### config.mk
export PLATFORM = sky130hd
export DESIGN_NAME = seq_muldiv
export DESIGN_NICKNAME = d
export VERILOG_FILES = /design/src/rtl/seq_muldiv.sv
export SDC_FILE = /design/constraint.sdc
export NUM_CORES = 1
export LEC_CHECK = 0
export BUFFER_PORTS_ARGS = -buffer_cell sky130_fd_sc_hd__buf_4
export CAP_MARGIN = 15
export CORE_ASPECT_RATIO = 0.6
export CORE_MARGIN = 10
export CORE_UTILIZATION = 40
export CTS_BUF_LIST = sky130_fd_sc_hd__clkbuf_16
export DETAILED_ROUTE_END_ITERATION = 10
export PLACE_DENSITY = 0.67
export SLEW_MARGIN = 20
export SYNTH_ARGS = -nofsm -noshare
export SYNTH_HDL_FRONTEND = slang
export SYNTH_SLANG_ARGS = --single-unit
### constraint.sdc
create_clock -name clock -period 8.8 [get_ports clock]
set_clock_uncertainty 0.1 [all_clocks]
set_input_delay 0.44 -clock clock [delete_from_list [all_inputs] [get_ports clock]]
set_output_delay 0.44 -clock clock [all_outputs]
set_load 0.02 [all_outputs]
### src/rtl/seq_muldiv.sv
// seq_muldiv: sequential signed/unsigned multiply (and optional divide, MULDIV_DIV_EN), one bit per clock.
// Latency: valid WIDTH+2 edges after the accepting edge; divide by zero completes in 2.
// Backpressure: busy high while an operation is in flight; start is ignored while busy.
module seq_muldiv #(
  parameter int WIDTH = 32
) (
  input  logic                 clock,
  input  logic                 reset,
  input  logic                 start,
  input  logic                 muordi,
  input  logic                 sign_en,
  input  logic [WIDTH-1:0]     opera1,
  input  logic [WIDTH-1:0]     opera2,
  output logic                 busy,
  output logic                 valid,
  output logic [2*WIDTH-1:0]   result,
  output logic                 div_by_zero
);

  localparam int CW = (WIDTH > 1) ? $clog2(WIDTH) : 1;
  localparam logic [CW-1:0] LAST = CW'(WIDTH - 1);

  typedef enum logic [1:0] {IDLE, PREP, ITER, FIX} state_t;

  state_t           state;
  logic [CW-1:0]    cnt;
  logic [WIDTH-1:0] a;        // multiplicand / divisor magnitude
  logic [WIDTH-1:0] hi;       // product upper half / partial remainder
  logic [WIDTH-1:0] lo;       // multiplier bits / quotient bits
  logic             op_sign;
  logic             neg_res;  // product or quotient must be negated in FIX
  logic             neg_rem;  // remainder must be negated in FIX
  logic             zdiv;     // divide with zero divisor in flight
  logic             op_div;

`ifdef MULDIV_DIV_EN
  logic op_div_q;
  assign op_div = op_div_q;
`else
  // Multiply-only build: the divide select is accepted but has no effect.
  logic unused_muordi;
  assign op_div        = 1'b0;
  assign unused_muordi = muordi;
`endif

  // Operand sign detection for magnitude conversion in PREP.
  logic neg1, neg2;
  assign neg1 = op_sign & lo[WIDTH-1];
  assign neg2 = op_sign & a[WIDTH-1];

  // Shared WIDTH-bit adder: add-multiplicand for multiply, trial subtract for divide.
  logic [WIDTH-1:0] add_x, add_y;
  logic             add_ci;
  logic [WIDTH:0]   add_s;
  logic             no_borrow;
  always_comb begin
    if (op_div) begin
      add_x  = {hi[WIDTH-2:0], lo[WIDTH-1]};
      add_y  = ~a;
      add_ci = 1'b1;
    end else begin
      add_x  = hi;
      add_y  = lo[0] ? a : '0;
      add_ci = 1'b0;
    end
    add_s = {1'b0, add_x} + {1'b0, add_y} + {{WIDTH{1'b0}}, add_ci};
    // The shifted-out remainder MSB makes the trial value exceed any divisor.
    no_borrow = hi[WIDTH-1] | add_s[WIDTH];
  end

  // Control FSM, datapath registers and registered outputs.
  always_ff @(posedge clock or negedge reset) begin
    if (!reset) begin
      state       <= IDLE;
      cnt         <= '0;
      a           <= '0;
      hi          <= '0;
      lo          <= '0;
      op_sign     <= 1'b0;
      neg_res     <= 1'b0;
      neg_rem     <= 1'b0;
      zdiv        <= 1'b0;
      busy        <= 1'b0;
      valid       <= 1'b0;
      result      <= '0;
      div_by_zero <= 1'b0;
`ifdef MULDIV_DIV_EN
      op_div_q    <= 1'b0;
`endif
    end else begin
      valid <= 1'b0;
      case (state)
        IDLE: begin
          if (start) begin
            lo          <= opera1;
            a           <= opera2;
            hi          <= '0;
            op_sign     <= sign_en;
            zdiv        <= 1'b0;
            div_by_zero <= 1'b0;
            busy        <= 1'b1;
`ifdef MULDIV_DIV_EN
            op_div_q    <= muordi;
`endif
            state       <= PREP;
          end
        end
        PREP: begin
          if (op_div && (a == '0)) begin
            // Divide by zero: remainder is the raw dividend, quotient all ones.
            hi    <= lo;
            lo    <= '1;
            zdiv  <= 1'b1;
            state <= FIX;
          end else begin
            lo      <= neg1 ? -lo : lo;
            a       <= neg2 ? -a : a;
            neg_res <= neg1 ^ neg2;
            neg_rem <= neg1;
            cnt     <= '0;
            state   <= ITER;
          end
        end
        ITER: begin
          if (op_div) begin
            if (no_borrow) begin
              hi <= add_s[WIDTH-1:0];
              lo <= {lo[WIDTH-2:0], 1'b1};
            end else begin
              hi <= {hi[WIDTH-2:0], lo[WIDTH-1]};
              lo <= {lo[WIDTH-2:0], 1'b0};
            end
          end else begin
            {hi, lo} <= {add_s, lo[WIDTH-1:1]};
          end
          cnt <= cnt + 1'b1;
          if (cnt == LAST) state <= FIX;
        end
        FIX: begin
          if (zdiv)
            result <= {hi, lo};
          else if (op_div)
            result <= {(neg_rem ? -hi : hi), (neg_res ? -lo : lo)};
          else
            result <= neg_res ? -{hi, lo} : {hi, lo};
          div_by_zero <= zdiv;
          valid       <= 1'b1;
          busy        <= 1'b0;
          state       <= IDLE;
        end
        default: state <= IDLE;
      endcase
    end
  end

endmodule
==> summary.md <==
| Metric | Value |
|---|---|
| Crit Path Category | reg -> reg |
| Number of global-route vias before repair | between 9000 and 10000 |
| Critical Path End Type | flop |
| DR pass1 iterations | 6 |
| Placement Cell Area | 12300 sq um |
| Die area | 34900 sq um |
| Asr flop ratio synth | 1.00 |
| Clk slew on worst S/H paths | approximately 70 ps |
| Filler cell count | 2685 |
| Area grow syn2layout | 16.3% |
| Initial core utilization | 0.404 |
| Pin count of the biggest net entering global routing | 90 |
| Status | finished, final reports clean |
| Worst skew pair latency | ~440 ps |
| Die height | between 100 and 150 um |
| Final setup vio count | 0 |
| Leak | between 5 and 6 nW |
| Syn avg cell area | around 8.3 sq um |
| GRT Resource Usage Total | 0.189 |
| End of the worst register-to-register path | add_x[29] |
| Core ar. | around 27000 sq um |
| CTS Hold Bufs | 1 |
| Max H-tree Level | 4 |
| Arrival time worst endpoint | between 4000 and 5000 ps |
| Clock sink count | ~170 |
| Crit path launch type | flop |
| Cells on worst reg2reg path | 12 |
| Critical-path top delay cell | dfrtp_1 |
| Setup TNS | 0 ps |
| Max VDD drop | 0.197 mV |
| Worst Path Max Fanout | 34 |
| Num CTS Buffers | 17 |
| CTS tree | yes |
| Residual DRC | 0 |
| Gpl congestion | between 0.9 and 1 |
| Final Max Slew Viols | 0 |
| Largest delay share family, worst path | compound AO/OA/AOI/OAI gates |
| CP startpoint | lo[0] |
| Flop2flop setup slack | between 4000 and 5000 ps |
| Buf/Inv on CP | 2 |
| Finished layout cell area | between 10000 and 15000 sq um |
| Maxcap violations | 0 |
| Final period util | 0.479 |
| Seq cells post-synth | around 170 |
| GR Overflow Total | 0 |
| Via/cell ratio | about 5.8 |
| Top FF cell, synth | dfrtp_1 |
| Hold path endpoint | a[0] |
| Clock tree root buffer cell | clkbuf_16 |
| Worst-path cell chain | inv_1, nor2_1, ha_1, inv_1, fa_1, nand2b_1, a21oi_1, o21ai_0, a31oi_1, a221oi_1, xor2_1, o21ai_0 |
| Hold path startpoint | opera2[0] |
| Slew HR | 0.268 |
| Mapped Cells | between 1000 and 1500 |
| Reg2reg start | lo[0] |
| RSZ-0062 raised after global routing | false |
| Sequential share of the synthesized area | 0.387 |
| Fin. Hold Viols | 0 |
| Setup Buffers After CTS | 0 |
| Yosys warns | 0 |
| Num ports | between 100 and 150 |
| Pwr dens | 411 nW/um^2 |
| Min cycle time layout | between 4000 and 5000 ps |
| Post-Syn Area | between 10000 and 15000 sq um |
| Levels on crit path | 12 |
| Clk buf depth | 2 |
| Routed wire length per instance | between 15 and 20 um |
| Iteration-0 DRC Markers | 1099 |
| Final-stage net count | 1518 |
| Width of the chip | 235 um |
| Most frequent cells in the layout | 170 x dfrtp_1, 147 x buf_4, 136 x o21ai_0 |
| Worst Hold Depth | 2 |
| First-pass GRT wire length | about 54000 um |
| Slew @ Worst Pin | approximately 1100 ps |
| Post-synth EDFFs | 0 |
| Leading cell type in the layout, fill and taps excluded | dfrtp_1 |
| Antenna violations before repair | 0 |
| Share of layout cells above drive strength 1 | 0.141 |
| Drt total wl | approximately 34000 um |
| Via Count | around 10000 |
| I/O Buffers | roughly 130 |
| Row count | 47 |
| Cts repair resizes | 0 |
| Worst Hold Class | in -> reg |
| Antenna-violating nets left | 0 |
| Achievable frequency | approximately 240 MHz |
| CP required | between 9000 and 10000 ps |
| CP max stage delay | around 900 ps |
| DP Wirelength | between 20000 and 25000 um |
| Synthesized net count | about 1500 |
| Post-Route Utilization | 0.469 |
| Cell variety after synth | 60 |
-- worst reg2reg max path, stage by stage (launching register included) --
cell and delay [ps]:
dfrtp_1 910, inv_1 370, nor2_1 190, ha_1 210, inv_1 60, fa_1 370, nand2b_1 210, a21oi_1 290
o21ai_0 270, a31oi_1 530, a221oi_1 220, xor2_1 190, o21ai_0 190
-- synth_stat cells (6+ instances only) --
master | count | share of area
nand4_1 | 14 | 0.0079
o311ai_0 | 10 | 0.0079
or4_1 | 13 | 0.0088
o31ai_1 | 17 | 0.012
and2_1 | 31 | 0.018
a21oi_1 | 131 | 0.059
clkbuf_1 | 94 | 0.032
and3_1 | 28 | 0.016
xor2_1 | 74 | 0.059
a31oi_1 | 6 | 0.0034
xnor2_1 | 15 | 0.012
inv_1 | 23 | 0.0078
o21ai_0 | 136 | 0.062
nand2_1 | 132 | 0.045
nor2_1 | 129 | 0.044
nand2b_1 | 12 | 0.0068
nor4_1 | 12 | 0.0068
a221oi_1 | 18 | 0.014
o22ai_1 | 31 | 0.018
dfrtp_1 | 171 | 0.39
a222oi_1 | 6 | 0.0054
a211oi_1 | 14 | 0.0095
o41ai_1 | 13 | 0.010
a21o_1 | 9 | 0.0061
o211ai_1 | 10 | 0.0068
or3_1 | 24 | 0.014
nor3_1 | 31 | 0.014
nand3_1 | 29 | 0.013
ha_1 | 40 | 0.045
-- kinds of logic after synthesis --
logic type | after synthesis | share of synthesized area
muxes | 9 | 0.00860
buffers and inverters | 124 | 0.0441
and+or+nand+nor | 474 | 0.206
other | 1 | 0.000339
xor gates and xnor gates | 89 | 0.0705
adders and majority gates | 41 | 0.0470
DFF | 171 | 0.387
AOI/OAI and AO/OA | 431 | 0.237
-- through the flow --
step / setup WS (ps) / hold slack [ps] / cells / total power, mW
2_1_floorplan: 5730 / 44.4 / 1340 / 3.56
3_3_place_gp: 4830 / 249 / 1754 / 4.43
3_5_place_dp: 4730 / 249 / 1754 / 4.51
4_1_cts: 4690 / 109 / 1786 / 5.27
5_1_grt: 4370 / 110 / 1787 / 5.72
6_report: 4580 / 122 / 1788 / 5.29
-- area by class of cell --
class,instances,area [sq um],area share
Sequential cell,171,4280,0.333
Tap cell,367,459,0.0357
Antenna cell,1,2.50,0.000195
Clock inverter,14,134,0.0104
Clock buffer,17,425,0.0331
Timing Repair Buffer,150,1140,0.0883
Multi-Input combinational cell,1045,6340,0.493
Inverter,23,86.3,0.00671
-- sequential cells by signal, summed over array words and instances, names as in the netlist --
register / count
op_sign: 1
result: 64
neg_res: 1
valid: 1
state: 2
add_x: 32
lo: 32
cnt: 5
a: 32
busy: 1
-- worst max path at each step --
stage	to
6_report	add_x[29]
5_1_grt	add_x[25]
4_1_cts	add_x[29]
3_5_place_dp	add_x[25]
3_3_place_gp	add_x[25]
2_1_floorplan	a[29]
-- power by group --
part           switching (mW)  internal (mW)
combinational            1.81           1.12
sequential              0.444           1.17
clock                   0.337          0.413
-- routing by layer --
metal,share of wire,vias to the layer above,GRT usage
met5,0,-,0
met4,0.0087,0,0.0398
met3,0.064,19,0.0386
met2,0.43,346,0.275
met1,0.50,5075,0.282
li1,-,5004,-
No activity file was read; power rests on OpenSTA's default activity.
